`src/rtl/spi_sequencer_if.sv`:
```
// Request and read-result bundle between a register client and spi_sequencer.
// The master drives requests; the slave (the sequencer) answers with read bytes and status.
interface spi_sequencer_if;
   logic       req_valid;
   logic       req_ready;
   logic       req_write;
   logic [7:0] req_addr;
   logic [7:0] req_wdata;
   logic [2:0] req_len;
   logic [7:0] rd_data;
   logic       rd_valid;
   logic       rd_last;
   logic       done;
   logic       err;

   modport master (
      output req_valid, req_write, req_addr, req_wdata, req_len,
      input  req_ready, rd_data, rd_valid, rd_last, done, err
   );

   modport slave (
      input  req_valid, req_write, req_addr, req_wdata, req_len,
      output req_ready, rd_data, rd_valid, rd_last, done, err
   );
endinterface

```
`src/rtl/spi_sequencer.sv`:
```
// SPI register-access sequencer: frames command/address/data bytes into a TX FIFO
// under chip select, pops the echoed RX bytes and returns read data.
module spi_sequencer #(
   parameter int CS_SETUP = 2,
   parameter int CS_GAP   = 4,
   parameter int TIMEOUT  = 1023
) (
   input  logic       clk,
   input  logic       rst,
   spi_sequencer_if.slave bus,
   output logic       tx_write,
   output logic [7:0] tx_data,
   input  logic       tx_full,
   output logic       rx_read,
   input  logic [7:0] rx_data,
   input  logic       rx_empty,
   output logic       cs_n
);

   typedef enum logic [2:0] {
      IDLE, SETUP, XFER, GAP, ABORT
   } state_t;

   state_t      state, state_nx;
   logic        alive, aborted, is_wr;
   logic [7:0]  addr, wdata;
   logic [2:0]  len;
   logic [3:0]  n, tx_cnt, rx_cnt;
   logic [7:0]  wait_cnt;
   logic [15:0] idle_cnt;
   logic [7:0]  rd_data;
   logic        rd_valid, rd_last;
   logic        accept, fin, timeout, pop, rd_hit;

   assign n      = is_wr ? 4'd3 : {1'b0, len} + 4'd3;
   assign accept = bus.req_valid && bus.req_ready;
   assign cs_n   = !(state == SETUP || state == XFER);
   assign fin    = state == XFER && rx_cnt == n;
   assign pop    = rx_read && state == XFER;
   assign rd_hit = pop && !is_wr && rx_cnt >= 4'd2;

   // Idle counter reaches TIMEOUT on the edge that enters ABORT.
   assign timeout = state == XFER && !fin && !rx_read &&
                    idle_cnt == 16'(TIMEOUT - 1);

   // Ready is held off until the first edge after reset release.
   assign bus.req_ready = alive && state == IDLE;
   assign bus.rd_data   = rd_data;
   assign bus.rd_valid  = rd_valid;
   assign bus.rd_last   = rd_last;
   assign bus.done      = fin;
   assign bus.err       = state == ABORT;

   always_comb begin
      tx_write = state == XFER && tx_cnt < n && !tx_full;
      rx_read  = !rx_empty &&
                 ((state == XFER && rx_cnt < n) ||
                  (state == GAP && aborted));
   end

   always_comb begin
      tx_data = 8'h00;
      if (tx_write) begin
         unique case (1'b1)
            (tx_cnt == 4'd0): tx_data = is_wr ? 8'h0A : 8'h0B;
            (tx_cnt == 4'd1): tx_data = addr;
            (tx_cnt == 4'd2): tx_data = is_wr ? wdata : 8'h00;
            default:          tx_data = 8'h00;
         endcase
      end
   end

   always_comb begin
      state_nx = state;
      unique case (state)
         IDLE:  if (accept) state_nx = SETUP;
         SETUP: if (wait_cnt == 8'(CS_SETUP - 1)) state_nx = XFER;
         XFER: begin
            if (fin)          state_nx = GAP;
            else if (timeout) state_nx = ABORT;
         end
         ABORT: state_nx = GAP;
         GAP:   if (wait_cnt == 8'(CS_GAP - 1)) state_nx = IDLE;
         default: state_nx = IDLE;
      endcase
   end

   always_ff @(posedge clk or negedge rst) begin
      if (!rst) begin
         state    <= IDLE;
         alive    <= 1'b0;
         aborted  <= 1'b0;
         is_wr    <= 1'b0;
         addr     <= 8'h00;
         wdata    <= 8'h00;
         len      <= 3'd0;
         tx_cnt   <= 4'd0;
         rx_cnt   <= 4'd0;
         wait_cnt <= 8'd0;
         idle_cnt <= 16'd0;
         rd_data  <= 8'h00;
         rd_valid <= 1'b0;
         rd_last  <= 1'b0;
      end else begin
         state <= state_nx;
         alive <= 1'b1;
         if (state_nx == state && (state == SETUP || state == GAP))
            wait_cnt <= wait_cnt + 8'd1;
         else
            wait_cnt <= 8'd0;
         if (accept) begin
            is_wr   <= bus.req_write;
            addr    <= bus.req_addr;
            wdata   <= bus.req_wdata;
            len     <= bus.req_len;
            aborted <= 1'b0;
            tx_cnt  <= 4'd0;
            rx_cnt  <= 4'd0;
         end else begin
            if (tx_write) tx_cnt <= tx_cnt + 4'd1;
            if (pop)      rx_cnt <= rx_cnt + 4'd1;
         end
         if (state == ABORT) aborted <= 1'b1;
         if (state != XFER || pop)
            idle_cnt <= 16'd0;
         else
            idle_cnt <= idle_cnt + 16'd1;
         rd_valid <= rd_hit;
         rd_last  <= rd_hit && rx_cnt == n - 4'd1;
         if (rd_hit) rd_data <= rx_data;
      end
   end

endmodule

```
`src/flat_wrapper.sv`:
```
// flat-port wrapper written by rule: the top's interface ports become plain ports
module spi_sequencer_flat 
#(
   parameter int CS_SETUP = 2,
   parameter int CS_GAP   = 4,
   parameter int TIMEOUT  = 1023
)
  (clk, rst, tx_write, tx_data, tx_full, rx_read, rx_data, rx_empty, cs_n, bus_req_valid, bus_req_write, bus_req_addr, bus_req_wdata, bus_req_len, bus_req_ready, bus_rd_data, bus_rd_valid, bus_rd_last, bus_done, bus_err);
  spi_sequencer_if bus_i ();
  input  logic clk;
  input  logic rst;
  output logic tx_write;
  output logic [7:0] tx_data;
  input  logic tx_full;
  output logic rx_read;
  input  logic [7:0] rx_data;
  input  logic rx_empty;
  output logic cs_n;
  input wire logic [$bits(bus_i.req_valid)-1:0] bus_req_valid;
  input wire logic [$bits(bus_i.req_write)-1:0] bus_req_write;
  input wire logic [$bits(bus_i.req_addr)-1:0] bus_req_addr;
  input wire logic [$bits(bus_i.req_wdata)-1:0] bus_req_wdata;
  input wire logic [$bits(bus_i.req_len)-1:0] bus_req_len;
  output wire logic [$bits(bus_i.req_ready)-1:0] bus_req_ready;
  output wire logic [$bits(bus_i.rd_data)-1:0] bus_rd_data;
  output wire logic [$bits(bus_i.rd_valid)-1:0] bus_rd_valid;
  output wire logic [$bits(bus_i.rd_last)-1:0] bus_rd_last;
  output wire logic [$bits(bus_i.done)-1:0] bus_done;
  output wire logic [$bits(bus_i.err)-1:0] bus_err;
  assign bus_i.req_valid = bus_req_valid;
  assign bus_i.req_write = bus_req_write;
  assign bus_i.req_addr = bus_req_addr;
  assign bus_i.req_wdata = bus_req_wdata;
  assign bus_i.req_len = bus_req_len;
  assign bus_req_ready = bus_i.req_ready;
  assign bus_rd_data = bus_i.rd_data;
  assign bus_rd_valid = bus_i.rd_valid;
  assign bus_rd_last = bus_i.rd_last;
  assign bus_done = bus_i.done;
  assign bus_err = bus_i.err;
  spi_sequencer #(.CS_SETUP(CS_SETUP), .CS_GAP(CS_GAP), .TIMEOUT(TIMEOUT)) u_core (.clk(clk), .rst(rst), .bus(bus_i), .tx_write(tx_write), .tx_data(tx_data), .tx_full(tx_full), .rx_read(rx_read), .rx_data(rx_data), .rx_empty(rx_empty), .cs_n(cs_n));
endmodule
```
`config.mk`:
```
export PLATFORM = sky130hd
export DESIGN_NAME = spi_sequencer_flat
export DESIGN_NICKNAME = d
export VERILOG_FILES = /design/src/rtl/spi_sequencer_if.sv /design/src/rtl/spi_sequencer.sv /design/src/flat_wrapper.sv
export SDC_FILE = /design/constraint.sdc
export NUM_CORES = 1
export LEC_CHECK = 0
export BUFFER_PORTS_ARGS = -buffer_cell sky130_fd_sc_hd__buf_4
export CAP_MARGIN = 25
export CORE_UTILIZATION = 60
export DETAILED_ROUTE_END_ITERATION = 6
export GPL_ROUTABILITY_DRIVEN = 0
export PLACE_DENSITY = 0.88
export SYNTH_ARGS = -nofsm -noshare
export SYNTH_HDL_FRONTEND = slang
export SYNTH_SLANG_ARGS = --single-unit
```
`constraint.sdc`:
```
create_clock -name clk -period 4.6 [get_ports clk]
set_clock_uncertainty 0.15 [all_clocks]
set_input_delay 0.69 -clock clk [delete_from_list [all_inputs] [get_ports clk]]
set_output_delay 0.69 -clock clk [all_outputs]
set_load 0.005 [all_outputs]
```
### Word level (Yosys, flattened, before mapping)

Cells that the tools add are included.

* bits in registers: 67
* latch bits: 0
* bits in writable memories: 0
* memory bits (read-only): 0
* bits of input ports: 33
* output and inout port bits: 24
* memories kept: 0

* $add $sub $neg: 6
* multiply operators: 0
* divide/modulo/power cells: 0
* $lt $le $gt $ge: 3
* equal/unequal tests: 13
* shift operators: 0
* muxes and demuxes: 19
* bitwise gates (word level): 0
* reduce and logical (&&, ||, !) cells: 31

Operators by type and width (count)
* 8-bit 2-to-1 mux: 3
* 8-bit case mux with 3 select lines: 1
* 4-bit 2-to-1 mux: 5
* 16-bit by 1-bit adder with 16-bit output, second input constant: 1
* 16-bit by 10-bit equality test with 1-bit output, second input constant: 1
* 1-bit logical AND: 16
* 16-bit 2-to-1 mux: 1
* 3-bit 2-to-1 mux: 5
* 3-bit case mux with 5 select lines: 1
* 4-bit by 1-bit adder with 4-bit output, second input constant: 2
* 8-bit by 1-bit adder with 8-bit output, second input constant: 1
* 4-bit equality test: 2
* 8-bit by 1-bit equality test with 1-bit output, second input constant: 1
* 8-bit by 2-bit equality test with 1-bit output, second input constant: 1
* 4-bit < comparator: 2
* 3-bit by 2-bit equality test with 1-bit output, second input constant: 2
* 1-bit zero test: 6
* 2-bit nonzero test: 3
* 3-bit by 2-bit adder with 4-bit output, second input constant: 1
* 4-bit by 1-bit equality test with 1-bit output, second input constant: 1
* 4-bit by 2-bit equality test with 1-bit output, second input constant: 1
* 4-bit by 2-bit greater-or-equal comparator with 1-bit output, second input constant: 1
* 4-bit zero test: 1
* 1-bit logical OR: 4
* 7 further kinds: 9

### Logic depth before layout (Yosys ltp)

* depth after elaboration: 15
* depth in mapped cells: 11

### Worst setup path after synthesis

No wires, ideal clock.

* path kind: reg2out
* start: register u_core.len[0]
* end: output tx_data[1]
* arrival time: 2034 ps
* slack: 1726 ps
* stages on the path, launching flop included: 11
* path buffers: 1
* cell sequence: dfrtp_1 > inv_1 > ha_1 > xor2_1 > nand2b_1 > ha_1 > o21ai_0 > a21oi_1 > or2_1 > clkbuf_1 > a21oi_1

* longest elaborated chain between the ends: 6

RTL lines
* from (decl): line spi_sequencer.sv:27 `logic [2:0] len;`
* from (signal assigned): line spi_sequencer.sv:115 `len <= bus.req_len;`
* 3-bit by 2-bit adder with 4-bit output: line spi_sequencer.sv:35 `assign n = is_wr ? 4'd3 : {1'b0, len} + 4'd3;`
* 4-bit 2-to-1 mux: line spi_sequencer.sv:35
* 4-bit < comparator: line spi_sequencer.sv:55 `tx_write = state == XFER && tx_cnt < n && !tx_full;`
* 1-bit logical AND (2 in a row): line spi_sequencer.sv:55
* 8-bit 2-to-1 mux: line spi_sequencer.sv:63 `if (tx_write) begin`
* to (decl): line flat_wrapper.sv:13 `output logic [7:0] tx_data;`

No other way between the ends.

### Worst setup path after layout

* start: register u_core.len[0]
* end: output rx_read

* longest elaborated chain between the ends: 6

RTL lines
* 3-bit by 2-bit adder with 4-bit output: line spi_sequencer.sv:35
* 4-bit 2-to-1 mux: line spi_sequencer.sv:35
* 4-bit < comparator: line spi_sequencer.sv:57 `((state == XFER && rx_cnt < n) ||`
* 1-bit logical AND: line spi_sequencer.sv:57
* 1-bit logical OR: line spi_sequencer.sv:57
* 1-bit logical AND: line spi_sequencer.sv:56 `rx_read = !rx_empty &&`
* to (decl): line flat_wrapper.sv:15 `output logic rx_read;`

No other way between the ends.

==> results.json <==
{
  "n_antenna_cell": 0,
  "drc": 0,
  "outcome": "finished clean",
  "clock.fmax_ghz": 0.266,
  "drtAntennaViolNets": 0,
  "die_h_um": 77.5,
  "cts-htree-levels": 3,
  "area_growth_pct": 19.4,
  "dp_hpwl_mm": 4.77,
  "design.core.area_um2": 5510,
  "hold_viol_final": 0,
  "root_buffer": "clkbuf_8",
  "arrival_ns": 2.93,
  "grt_max_degree": 68,
  "ir_drop_uv": 332,
  "fin_setup_tns_ns": 0,
  "wl_mm": 7.23,
  "cts_tree": "built",
  "period_share": 0.819,
  "synthesis.area_um2": 3420,
  "clock_sinks": 67,
  "hold_buffers": 0,
  "slew_violations": 0,
  "start_util": 0.621,
  "worst_pin_slew_ns": 0.958,
  "vias": 2722,
  "cts_setup_buffers": 0,
  "drt_iter0_markers": 249,
  "grt_setup_unrepaired": "false",
  "first_global_vias": 2698,
  "first_pass_iters": 4,
  "end_kind": "primary output",
  "dp_slack_ns": 1.38,
  "fp-row-count": 27,
  "finalCriticalPeriod_ns": 3.77,
  "holdCritPathClass": "input port to async pin",
  "critical_path_class": "flip-flop to primary output",
  "synth-edff-count": 0,
  "wire_per_inst_um": 15.0,
  "drive_gt1_frac": 0.204,
  "cts_resized": 0,
  "final-seq-area_um2": 1680,
  "grt_pass1_wl_mm": 12.3,
  "async_flop_share": 1.00,
  "io_buffers": 56,
  "antenna_found_initial": 0,
  "syn_inst": 353,
  "synth_ff_type": "dfrtp_1",
  "synth_nets": 405,
  "ys_ff_latch": 67,
  "syn_area_per_cell_um2": 9.68,
  "final_common_cell": "nand2_1",
  "num_io_pins": 57,
  "path_clk_slew_ns": 0.07,
  "critPathMaxFanout": 5,
  "max-slew-margin-rel": 0.361,
  "fp.dieW_um": 77.5,
  "grtUsageTotal": 0.265,
  "grt_overflow": 0,
  "drv_cap": 0,
  "ys_seq_area_frac": 0.490,
  "setup_ws_ns": 0.834,
  "setup_violations": 0,
  "pwr_density_cell_nw_per_um2": 532,
  "cellLeakagePower_uw": 0.00205,
  "insertion_delay_ns": 0.35,
  "clk_path_buf_depth": 2,
  "cts_buffers": 9,
  "layout.nets": 459,
  "startpoint_type": "flip-flop",
  "multi_input_area_um2": 1630,
  "required_ns": 3.76,
  "ys_warn_count": 0,
  "die_area_um2": 6000,
  "final_cell_mix": "nand2_1 (69), dfrtp_1 (67), buf_4 (56), nor2_1 (39), ha_1 (19)",
  "yosysUniqueCellTypes": 43,
  "avgViaCountPerCell": 5.64,
  "nFillCells": 406
}
## flip-flops by register name (all words and copies together) (netlist names), 4 cells and up
name / count
u_core.addr: 8
u_core.bus.rd_data: 8
u_core.idle_cnt: 16
u_core.rx_cnt: 4
u_core.tx_cnt: 4
u_core.wait_cnt: 8
u_core.wdata: 8
## worst paths after layout
check                               startpoint                    end  slack [ns]  cells after the start
worst min register to register  u_core.addr[4]         u_core.addr[4]        0.33                      2
max in group asynchronous                  rst    u_core.idle_cnt[11]        3.50                      1
worst max register to register   u_core.len[0]  u_core.bus.rd_data[4]        1.34                      9
worst min-delay path                       rst     u_core.wait_cnt[6]        0.28                      1
min in group clk                u_core.addr[4]         u_core.addr[4]        0.33                      2
worst max-delay path             u_core.len[0]                rx_read        0.83                      9
## power breakdown
| part | switching [uW] | leakage [uW] | total [uW] | internal, uW |
|---|---|---|---|---|
| clock network | 229 | 0.0000975 | 532 | 303 |
| registers | 135 | 0.000887 | 871 | 736 |
| logic | 422 | 0.00107 | 768 | 345 |
## cells by family after synthesis
| kind of cell | share of synthesized area |
|---|---|
| buf+inv | 0.0322 |
| compound gates | 0.0703 |
| xor+xnor | 0.0641 |
| fa+ha+maj | 0.0695 |
| mux | 0.0476 |
| flops | 0.490 |
| simple gates | 0.225 |
| other cells | 0.00110 |
## worst max-delay path, cell delays in order (launching register included)
cell and delay [ns]:
dfrtp_1 0.39, inv_1 0.07, ha_1 0.27, nor2b_1 0.26, ha_1 0.30, nor2b_1 0.14, o211ai_1 0.42, a22oi_1 0.15
nor4b_1 0.39, buf_4 0.19
## through the flow
step                area, um^2   util  power (uW)  instances  hold slack, ns
global route              4080  0.741        2310        483           0.353
floorplan                 3420      -        1370        353           0.244
CTS                       4080  0.741        2170        483           0.315
global placement          3870  0.702        1560        468           0.308
finish                    4080  0.741        2170        483           0.281
detailed placement        3870  0.702        1620        468           0.313
## final cells by class
class / instances / area share
well taps: 72 / 0.0221
clock inverters: 6 / 0.0224
clock buffers: 9 / 0.0303
flip-flops and latches: 67 / 0.411
inverters: 13 / 0.0120
repair buffers: 56 / 0.103
multi-input cells: 260 / 0.400
## cells in the mapped netlist (2+ instances only)
master | count | share of area
nor2b_1 | 2 | 0.0037
xnor2_1 | 7 | 0.018
dfrtp_1 | 67 | 0.49
a22oi_1 | 8 | 0.018
clkbuf_1 | 8 | 0.0088
inv_1 | 13 | 0.014
a21o_1 | 3 | 0.0066
xor2_1 | 18 | 0.046
nand4_1 | 5 | 0.0092
and3_1 | 8 | 0.015
nor3_1 | 2 | 0.0029
nand3_1 | 17 | 0.025
o21ai_0 | 10 | 0.015
o31ai_1 | 2 | 0.0044
mux2_4 | 8 | 0.035
nand2b_1 | 4 | 0.0073
nor4_1 | 3 | 0.0055
mux2_2 | 2 | 0.0066
nor4b_1 | 2 | 0.0051
mux2i_1 | 2 | 0.0059
or3_1 | 6 | 0.011
nand2_1 | 69 | 0.076
ha_1 | 19 | 0.070
buf_1 | 2 | 0.0022
nor2_1 | 39 | 0.043
o211ai_1 | 3 | 0.0066
and2_1 | 2 | 0.0037
a21oi_1 | 7 | 0.010
## per-layer routing
metal	vias up	routed length [um]	global-route usage
li1	1292	-	-
met1	1323	3160	0.343
met2	89	3500	0.416
met3	18	383	0.0494
met4	0	177	0.155
met5	-	0	0
No activity file was read; power rests on OpenSTA's default activity.
